===== src/rtl/key_debounce_array_pkg.sv =====
// Shared timing defaults, direction-key indices and width helper for the
// key debounce array and its per-channel conditioner.
package key_pkg;

    localparam int DEBOUNCE_10MS = 500000;
    localparam int REPEAT_500MS  = 25000000;
    localparam int REPEAT_100MS  = 5000000;

    localparam int K_RIGHT = 0;
    localparam int K_DOWN  = 1;
    localparam int K_UP    = 2;
    localparam int K_LEFT  = 3;

    // $clog2 that never yields a zero-width vector.
    function automatic int clog2_min1(input int value);
        return (value <= 2) ? 1 : $clog2(value);
    endfunction

endpackage


===== src/rtl/key_debounce_channel.sv =====
// One input conditioner: 2-flop synchroniser, debounce counter, gated
// press/release pulses and a hold-to-repeat pulse train.
module key_debounce_channel
    import key_pkg::*;
#(
    parameter bit ACTIVE_LOW      = 1'b1,
    parameter int DEBOUNCE_CYCLES = DEBOUNCE_10MS,
    parameter int REPEAT_DELAY    = REPEAT_500MS,
    parameter int REPEAT_PERIOD   = REPEAT_100MS
) (
    input  logic i_clk,
    input  logic i_rst_n,
    input  logic i_key,
    input  logic i_enable,
    output logic o_level,
    output logic o_level_next,
    output logic o_accept_press,
    output logic o_press,
    output logic o_release,
    output logic o_repeat
);

    localparam int            CW      = clog2_min1(DEBOUNCE_CYCLES + 1);
    localparam logic [CW-1:0] DB_LAST = CW'(DEBOUNCE_CYCLES - 1);

    logic          sync1_q, sync2_q;
    logic [CW-1:0] db_cnt_q, db_cnt_d;
    logic          level_q, level_d;
    logic          press_q, press_d;
    logic          release_q, release_d;
    logic          mismatch, accept;

    always_comb begin
        mismatch  = (sync2_q ^ ACTIVE_LOW) != level_q;
        accept    = mismatch && (db_cnt_q == DB_LAST);
        db_cnt_d  = (mismatch && !accept) ? db_cnt_q + CW'(1) : '0;
        level_d   = level_q ^ accept;
        press_d   = accept && !level_q && i_enable;
        release_d = accept && level_q && i_enable;
    end

    always_ff @(posedge i_clk or negedge i_rst_n) begin
        if (!i_rst_n) begin
            sync1_q   <= ACTIVE_LOW;
            sync2_q   <= ACTIVE_LOW;
            db_cnt_q  <= '0;
            level_q   <= 1'b0;
            press_q   <= 1'b0;
            release_q <= 1'b0;
        end else begin
            sync1_q   <= i_key;
            sync2_q   <= sync1_q;
            db_cnt_q  <= db_cnt_d;
            level_q   <= level_d;
            press_q   <= press_d;
            release_q <= release_d;
        end
    end

    if (REPEAT_DELAY > 0) begin : g_rpt
        localparam int            RW        = clog2_min1(REPEAT_DELAY + REPEAT_PERIOD);
        localparam logic [RW-1:0] FIRST_HIT = RW'(REPEAT_DELAY - 1);
        localparam logic [RW-1:0] WRAP_HIT  = RW'(REPEAT_DELAY + REPEAT_PERIOD - 1);
        localparam logic [RW-1:0] WRAP_TO   = RW'(REPEAT_DELAY);

        logic [RW-1:0] rpt_cnt_q, rpt_cnt_d;
        logic          rpt_q, rpt_d;

        // Counter only advances on steady, enabled holds; after the first
        // pulse it cycles inside [REPEAT_DELAY, REPEAT_DELAY+REPEAT_PERIOD).
        always_comb begin
            rpt_cnt_d = '0;
            rpt_d     = 1'b0;
            if (level_q && level_d && i_enable) begin
                rpt_d     = (rpt_cnt_q == FIRST_HIT) || (rpt_cnt_q == WRAP_HIT);
                rpt_cnt_d = (rpt_cnt_q == WRAP_HIT) ? WRAP_TO : rpt_cnt_q + RW'(1);
            end
        end

        always_ff @(posedge i_clk or negedge i_rst_n) begin
            if (!i_rst_n) begin
                rpt_cnt_q <= '0;
                rpt_q     <= 1'b0;
            end else begin
                rpt_cnt_q <= rpt_cnt_d;
                rpt_q     <= rpt_d;
            end
        end

        assign o_repeat = rpt_q;
    end else begin : g_no_rpt
        assign o_repeat = 1'b0;
    end

    assign o_level        = level_q;
    assign o_level_next   = level_d;
    assign o_accept_press = accept && !level_q;
    assign o_press        = press_q;
    assign o_release      = release_q;

endmodule


===== src/rtl/key_debounce_array.sv =====
// N-channel push-button/switch conditioner with an any-pressed flag and a
// most-recent-press index (lowest channel wins on simultaneous presses).
module key_debounce_array
    import key_pkg::*;
#(
    parameter int N_KEYS          = 4,
    parameter bit ACTIVE_LOW      = 1'b1,
    parameter int DEBOUNCE_CYCLES = DEBOUNCE_10MS,
    parameter int REPEAT_DELAY    = REPEAT_500MS,
    parameter int REPEAT_PERIOD   = REPEAT_100MS
) (
    input  logic                                i_clk,
    input  logic                                i_rst_n,
    input  logic [N_KEYS-1:0]                   i_keys,
    input  logic                                i_enable,
    output logic [N_KEYS-1:0]                   o_level,
    output logic [N_KEYS-1:0]                   o_press,
    output logic [N_KEYS-1:0]                   o_release,
    output logic [N_KEYS-1:0]                   o_repeat,
    output logic                                o_any,
    output logic [clog2_min1(N_KEYS)-1:0]       o_last_key,
    output logic                                o_last_valid
);

    localparam int LW = clog2_min1(N_KEYS);

    logic [N_KEYS-1:0] level_next;
    logic [N_KEYS-1:0] accept_press;
    logic              any_q, any_d;
    logic [LW-1:0]     last_q, last_d;
    logic              valid_q, valid_d;

    for (genvar g = 0; g < N_KEYS; g++) begin : g_ch
        key_debounce_channel #(
            .ACTIVE_LOW      (ACTIVE_LOW),
            .DEBOUNCE_CYCLES (DEBOUNCE_CYCLES),
            .REPEAT_DELAY    (REPEAT_DELAY),
            .REPEAT_PERIOD   (REPEAT_PERIOD)
        ) u_ch (
            .i_clk          (i_clk),
            .i_rst_n        (i_rst_n),
            .i_key          (i_keys[g]),
            .i_enable       (i_enable),
            .o_level        (o_level[g]),
            .o_level_next   (level_next[g]),
            .o_accept_press (accept_press[g]),
            .o_press        (o_press[g]),
            .o_release      (o_release[g]),
            .o_repeat       (o_repeat[g])
        );
    end

    // Presses are tracked regardless of i_enable; scanning downward lets the
    // lowest index overwrite any higher one accepted in the same cycle.
    always_comb begin
        any_d   = |level_next;
        last_d  = last_q;
        valid_d = valid_q;
        for (int i = N_KEYS - 1; i >= 0; i--) begin
            if (accept_press[i]) begin
                last_d  = LW'(i);
                valid_d = 1'b1;
            end
        end
    end

    always_ff @(posedge i_clk or negedge i_rst_n) begin
        if (!i_rst_n) begin
            any_q   <= 1'b0;
            last_q  <= '0;
            valid_q <= 1'b0;
        end else begin
            any_q   <= any_d;
            last_q  <= last_d;
            valid_q <= valid_d;
        end
    end

    assign o_any        = any_q;
    assign o_last_key   = last_q;
    assign o_last_valid = valid_q;

endmodule


===== config.mk =====
export PLATFORM = sky130hd
export DESIGN_NAME = key_debounce_array
export DESIGN_NICKNAME = d
export VERILOG_FILES = /design/src/rtl/key_debounce_array_pkg.sv /design/src/rtl/key_debounce_channel.sv /design/src/rtl/key_debounce_array.sv
export SDC_FILE = /design/constraint.sdc
export NUM_CORES = 1
export LEC_CHECK = 0
export ABC_AREA = 1
export BUFFER_PORTS_ARGS = -buffer_cell sky130_fd_sc_hd__buf_2
export CELL_PAD_IN_SITES_DETAIL_PLACEMENT = 0
export CELL_PAD_IN_SITES_GLOBAL_PLACEMENT = 1
export CORE_AREA = 2 2 176 178
export CTS_CLUSTER_DIAMETER = 60
export DETAILED_ROUTE_END_ITERATION = 12
export DIE_AREA = 0 0 178 180
export GPL_ROUTABILITY_DRIVEN = 1
export PLACE_DENSITY = 0.72
export SLEW_MARGIN = 20
export SYNTH_ARGS = -nofsm -noshare
export SYNTH_HDL_FRONTEND = slang
export SYNTH_HIERARCHICAL = 1
export SYNTH_SLANG_ARGS = --single-unit

===== constraint.sdc =====
create_clock -name i_clk -period 2.2 [get_ports i_clk]
set_clock_uncertainty 0.15 [all_clocks]
set_input_delay 0.22 -clock i_clk [delete_from_list [all_inputs] [get_ports i_clk]]
set_output_delay 0.22 -clock i_clk [all_outputs]
set_load 0.005 [all_outputs]

=== Word-level counts from Yosys, hierarchy flattened ===
Index checks and enable logic that the tools add are counted.

* Output and inout bits: 20
* Bits in read-only memories: 0
* Memories: 0
* Flip-flop bits (word level): 204
* Bits in latches: 0
* Bits of input ports: 7
* Memory bits (writable): 0

* Div/mod/pow operators: 0
* Shift-type cells: 0
* Magnitude comparators: 0
* Multiplexer cells: 24
* Add/sub/neg operators: 8
* $mul: 0
* Reduce and logical (&&, ||, !) cells: 46
* Bitwise gates (word level): 8
* Eq/ne operators: 16

{| class="wikitable"
|+ Operator list
! cell !! count
|-
| == test 25 bit (second input constant) || 8
|-
| 2-to-1 mux 25 bit || 8
|-
| adder 25 x 1 -> 25 bit (second input constant) || 4
|-
| adder 19 x 1 -> 19 bit (second input constant) || 4
|-
| == test 19 bit (second input constant) || 4
|-
| 2-to-1 mux 19 bit || 4
|-
| logical AND 1 bit || 32
|-
| zero test 1 bit || 8
|-
| 2-to-1 mux 1 bit || 8
|-
| 2-to-1 mux 2 bit || 4
|-
| logical OR 1 bit || 4
|-
| inequality test 1 bit || 4
|-
| inverter 1 bit || 4
|-
| nonzero test 4 bit || 1
|-
| OR reduction 4 bit || 1
|-
| bitwise XOR 1 bit || 4
|}

=== Longest topological paths before layout ===
* Depth in word-level cells: 8
* Depth in mapped cells: 11
* Depth with buffers taken out: 11

=== Hierarchy ===
The synthesis kept the hierarchy.

{| class="wikitable"
|+ Modules (own cells, without submodules)
! module !! instances !! cells an instance !! area each (um^2)
|-
| key_debounce_channel || 4 || 387 || 2,865.2
|-
| key_debounce_array || 1 || 20 || 177.7
|}

=== Worst setup path after synthesis ===
OpenSTA, ideal clock, no wires.

* Kind: register to register
* From: register g_ch[1].u_ch.db_cnt_q[0]
* To: register g_ch[1].u_ch.g_rpt.rpt_cnt_q[10]
* Data arrival time: 1.777 ns
* Setup slack: 0.142 ns
* Cell stages (with the launch flop): 11
* Period minus slack after synthesis: 2.058 ns
* Buffers on the path: 1
* Cell sequence: dfrtp_1 ha_1 nand2_1 nor2_2 nand3_1 nor2_1 inv_1 ha_1 nand2_2 buf_1 nor2_1

* Longest elaborated chain between the ends: 6

{| class="wikitable"
|+ RTL lines
! item !! line !! source
|-
| start: declaration || key_debounce_channel.sv:27 || <nowiki>logic [CW-1:0] db_cnt_q, db_cnt_d;</nowiki>
|-
| start signal: assignment || key_debounce_channel.sv:53 || <nowiki>db_cnt_q <= db_cnt_d;</nowiki>
|-
| == test 19 bit || key_debounce_channel.sv:35 || <nowiki>accept = mismatch && (db_cnt_q == DB_LAST);</nowiki>
|-
| logical AND 1 bit || key_debounce_channel.sv:35 ||
|-
| bitwise XOR 1 bit || key_debounce_channel.sv:37 || <nowiki>level_d = level_q ^ accept;</nowiki>
|-
| logical AND 1 bit (2 in series) || key_debounce_channel.sv:74 || <nowiki>if (level_q && level_d && i_enable) begin</nowiki>
|-
| 2-to-1 mux 25 bit || key_debounce_channel.sv:74 ||
|-
| named net g_ch[1].u_ch.g_rpt.rpt_cnt_d[10] || key_debounce_channel.sv:66 || <nowiki>logic [RW-1:0] rpt_cnt_q, rpt_cnt_d;</nowiki>
|-
| end signal: assignment || key_debounce_channel.sv:85 || <nowiki>rpt_cnt_q <= rpt_cnt_d;</nowiki>
|-
| end: declaration || key_debounce_channel.sv:66 ||
|}

The timed path passes the listed nets, and every way through them passes these cells.
A chain may end at the register's enable or synchronous reset.

=== Final worst setup path ===
* From: register g_ch[0].u_ch.db_cnt_q[0]
* To: register g_ch[0].u_ch.g_rpt.rpt_cnt_q[3]

* Longest elaborated chain between the ends: 6

{| class="wikitable"
|+ RTL lines
! item !! line
|-
| start: declaration || key_debounce_channel.sv:27
|-
| start signal: assignment || key_debounce_channel.sv:53
|-
| == test 19 bit || key_debounce_channel.sv:35
|-
| logical AND 1 bit || key_debounce_channel.sv:35
|-
| bitwise XOR 1 bit || key_debounce_channel.sv:37
|-
| logical AND 1 bit (2 in series) || key_debounce_channel.sv:74
|-
| 2-to-1 mux 25 bit || key_debounce_channel.sv:74
|-
| named net g_ch[0].u_ch.g_rpt.rpt_cnt_d[3] || key_debounce_channel.sv:66
|-
| end signal: assignment || key_debounce_channel.sv:85
|-
| end: declaration || key_debounce_channel.sv:66
|}

The timed path passes the listed nets, and every way through them passes these cells.

==> summary by stage <==
Run
The max-capacitance violation count is 0.

Power and ir drop
The share of total power dissipated in sequential elements is 0.443. The cell-internal power is 6.66 mW. The power density normalized to cell area is 632 nW/um2. The analysis attributes to net switching a power of 1.93 mW. The share of power burned in combinational logic is 0.021. For this design the static power due to leakage is 5.95 nW. The worst-case IR drop observed on VDD is 0.000600 V.

Of the total power, the clock network draws 0.536. Of the total power, the share spent switching nets is 0.224.

STA
The number of slew-limit violations in the final report is 0. The post-route fraction of the period consumed by the critical path is 0.928. The worst hold-check slack is 0.0522 ns.

The number of setup violations in the final report is 0. The hold violation total from the final report was 0. The highest clock rate is 490 MHz. The headroom to the max-slew limit is 0.640. The setup TNS is 0 ns. The slew at the pin with the worst max-slew slack is 0.541 ns.

The post-layout minimum cycle time is 2.04 ns.

Place
Buffers placed on the I/O ports in this run total 26. The placed wire-length estimate after detailed placement is 20,700 um. The final weighted congestion in routability-driven placement is 0.851. The placed instance count is 2,014.

Global routing
After global routing the overflow that remains totals 0. For this run, the total global-route usage over all layers was measured as 0.182. The number of global-route vias before repair was 9,835. Entering global routing, the biggest net connects 62 pins. The initial antenna violation count is 0. The first global-routing pass estimated 48,600 um of wire.

Detailed routing
The number of antenna-violating nets in the routed design is 0. For this run, design rule violations remaining after detail routing come to 0. The routed length per placed instance is 13.5 um.

Wires add up to 28,000 um. The via count is 9,847. The first detailed-routing pass took 6 iterations. The initial detailed-routing violation count is 462. The number of vias per cell after detailed routing is 4.75.

Worst setup path
The master of the slowest instance on the critical path is dfrtp_1. The cell class contributing the biggest share of worst-path delay is simple AND/OR/NAND/NOR gates. The maximum single-stage delay on the critical path is 0.37 ns. The kind of launch point of the worst setup path is a register.

Walking the worst path, the cells encountered are ha_1 -> nand2_1 -> nor2_2 -> nand3_1 -> nor2_2 -> inv_1 -> ha_1 -> nand2_4 -> nor2_2 -> inv_2 -> nor2_1. Setup slack on the worst reg-to-reg path comes out at 0.16 ns. Data arrives at the worst endpoint at 2.33 ns.

The cell type with the highest occurrence count on the critical path is nor2_2. The required time at the endpoint of the critical path is 2.49 ns. The startpoint-to-endpoint class of the critical path is reg2reg. The count of buffer and inverter cells on the critical path is 2. The maximum fanout count along the critical path is 9.

The worst setup path is captured at a register.

Cells and area
The most frequent standard cell in the layout excluding fill and tap cells is nand2_1. The relative area change from synthesis to final layout is 16.7%. The fraction of layout instances using a drive strength above 1 is 0.135.

Fill cells in the final layout number 3,070. The total number of nets in the final design is 1,683. The final instance count without filler cells is 2,074. The number of antenna diodes in the final layout is 0.

The top cell types in the final layout, fill and taps aside, are 325 x nand2_1, 317 x nor2_1, 208 x inv_1, 196 x dfrtp_1, 134 x nand3_1.

Yosys
The share of synthesized area occupied by flip-flops and latches is 0.439. Averaged over all synthesized cells, the footprint is 7.42 um2. In this run, distinct cell masters in the synthesized netlist total 28. The count of synthesis-stage warnings from yosys is 6. The synthesized flop and latch total is 204.

After synthesis the cells add up to 11,600 um2. The net count after synthesis is 1,595. Synthesis produced 1,568 cells.

Die
The overall die width is 178 um. The floorplan step defined a die boundary enclosing 32,000 um2. After floorplanning, the core was divided into 64 placement rows. The floorplan step defined a core boundary enclosing 30,200 um2. 27 I/O pins were placed. The effective utilization at floorplan is 0.386. The die extent in y is 180 um.

Clock tree
The number of sinks handled by clock tree synthesis is 204. The CTS root buffer is clkbuf_16. After clock tree synthesis, the clock-pin slew on the worst setup and hold paths is 0.06 ns.

At the later pin of the worst-skew pair, clock insertion delay measures 0.55 ns. No sink is reached through more buffers than the 3 on the longest clock path. The clock tree from TritonCTS is yes. In this run the number of H-tree levels came out at 1. The total CTS buffers is 28.

Run status
The flow ran to the end, and the final reports show no timing, DRC or antenna violations.

Worst hold path
The min-delay analysis places its worst path in the category in2async.
[worst register-to-register path: stages, from the launching register on]
cell and delay, ns:
dfrtp_1 0.37, ha_1 0.19, nand2_1 0.11, nor2_2 0.14, nand3_1 0.16, nor2_2 0.15
inv_1 0.06, ha_1 0.21, nand2_4 0.13, nor2_2 0.08, inv_2 0.12, nor2_1 0.08
[power groups by stage]
stage / Clock [mW] / Combinational [mW] / Sequential, mW
2_1_floorplan: 0 / 0.0564 / 3.86
3_3_place_gp: 0 / 0.179 / 3.87
3_5_place_dp: 0 / 0.181 / 3.87
4_1_cts: 4.75 / 0.191 / 3.80
5_1_grt: 4.91 / 0.215 / 3.80
6_report: 4.60 / 0.182 / 3.80
[cell type report]
class	count	area, um2	share of cell area
clock buffers	36	761	0.0560
clock inverters	16	198	0.0146
inverters	216	811	0.0597
multi-input cells	1140	5710	0.421
flip-flops and latches	204	5110	0.377
well taps	396	495	0.0365
repair buffers	66	488	0.0359
[flip-flops by register name, summed over array words and instances (netlist names)]
signal,flops
g_ch.u_ch/db_cnt_q,76
g_ch.u_ch/g_rpt.rpt_cnt_q,100
g_ch.u_ch/o_level,4
g_ch.u_ch/o_press,4
g_ch.u_ch/o_release,4
g_ch.u_ch/o_repeat,4
g_ch.u_ch/sync1_q,4
g_ch.u_ch/sync2_q,4
o_any,1
o_last_key,2
o_last_valid,1
[logic make-up (layout without fill, tap and decap cells)]
logic type | after synthesis | after routing | synth area share
buffers and inverters | 224 | 334 | 0.0735
AND/OR/NAND/NOR | 971 | 971 | 0.371
AO/OA/AOI/OAI | 65 | 65 | 0.0311
adder cells (fa/ha/maj) | 20 | 20 | 0.0215
XOR/XNOR | 84 | 84 | 0.0632
flip-flops | 204 | 204 | 0.439
[timing repair]
action,in CTS,in global routing
setup buffers,0,2
setup endpoints to repair,0,91
hold buffers,6,0
resized for setup,0,14
hold endpoints to repair,205,0
[path summary, 6_finish.rpt]
kind	from	cells past startpoint	to
min in group i_clk	i_keys[2]	2	g_ch[2].u_ch/sync1_q
max in group asynchronous	i_rst_n	3	g_ch[3].u_ch/g_rpt.rpt_cnt_q[24]
setup reg to reg	g_ch[0].u_ch/db_cnt_q[0]	11	g_ch[0].u_ch/g_rpt.rpt_cnt_q[3]
hold / removal	i_rst_n	2	g_ch[0].u_ch/o_repeat
hold reg to reg	g_ch[1].u_ch/sync1_q	0	g_ch[1].u_ch/sync2_q
setup / recovery	g_ch[0].u_ch/db_cnt_q[0]	11	g_ch[0].u_ch/g_rpt.rpt_cnt_q[3]
[synth_stat cells]
cell type,instances,area [um2]
nand3b_1,5,37.5
dfstp_2,8,210
xor2_1,64,561
o21bai_1,4,30.0
dfrtp_1,196,4900
inv_1,208,781
nand4_1,40,250
nand2_1,325,1220
xnor2_1,20,175
o21ai_0,16,80.1
nor2_1,322,1210
or2_1,4,25.0
nand3_1,137,686
a21oi_1,32,160
buf_1,4,15.0
nor2_2,38,238
o21a_1,4,30.0
or2_0,4,25.0
nand3_2,4,40.0
nand2_2,40,250
a21boi_2,1,11.3
ha_1,20,250
nor3_1,36,180
buf_4,4,30.0
and2_1,4,25.0
inv_2,8,30.0
nor2_4,12,135
a31oi_1,8,50.1
[layer usage]
metal  vias to the layer above  wire, um  share of wire  GRT usage
met3                        44      1120          0.040     0.0250
li1                       5081         -              -          -
met4                         0       509          0.018     0.0416
met1                      4577     13600           0.49      0.263
met2                       145     12800           0.46      0.289
met5                         -         0              0          0
[metrics by stage]
step | utilization | power (mW) | cell area [um2] | worst slack [ns]
detailed placement | 0.414 | 4.05 | 12500 | 0.0732
global placement | 0.414 | 4.05 | 12500 | 0.147
CTS | 0.448 | 8.74 | 13500 | 0.0571
finish | 0.450 | 8.58 | 13600 | 0.158
floorplan | - | 3.92 | 11600 | 0.142
global route | 0.450 | 8.93 | 13600 | -0.0424
Note: power is estimated with default switching activity, not from simulation.
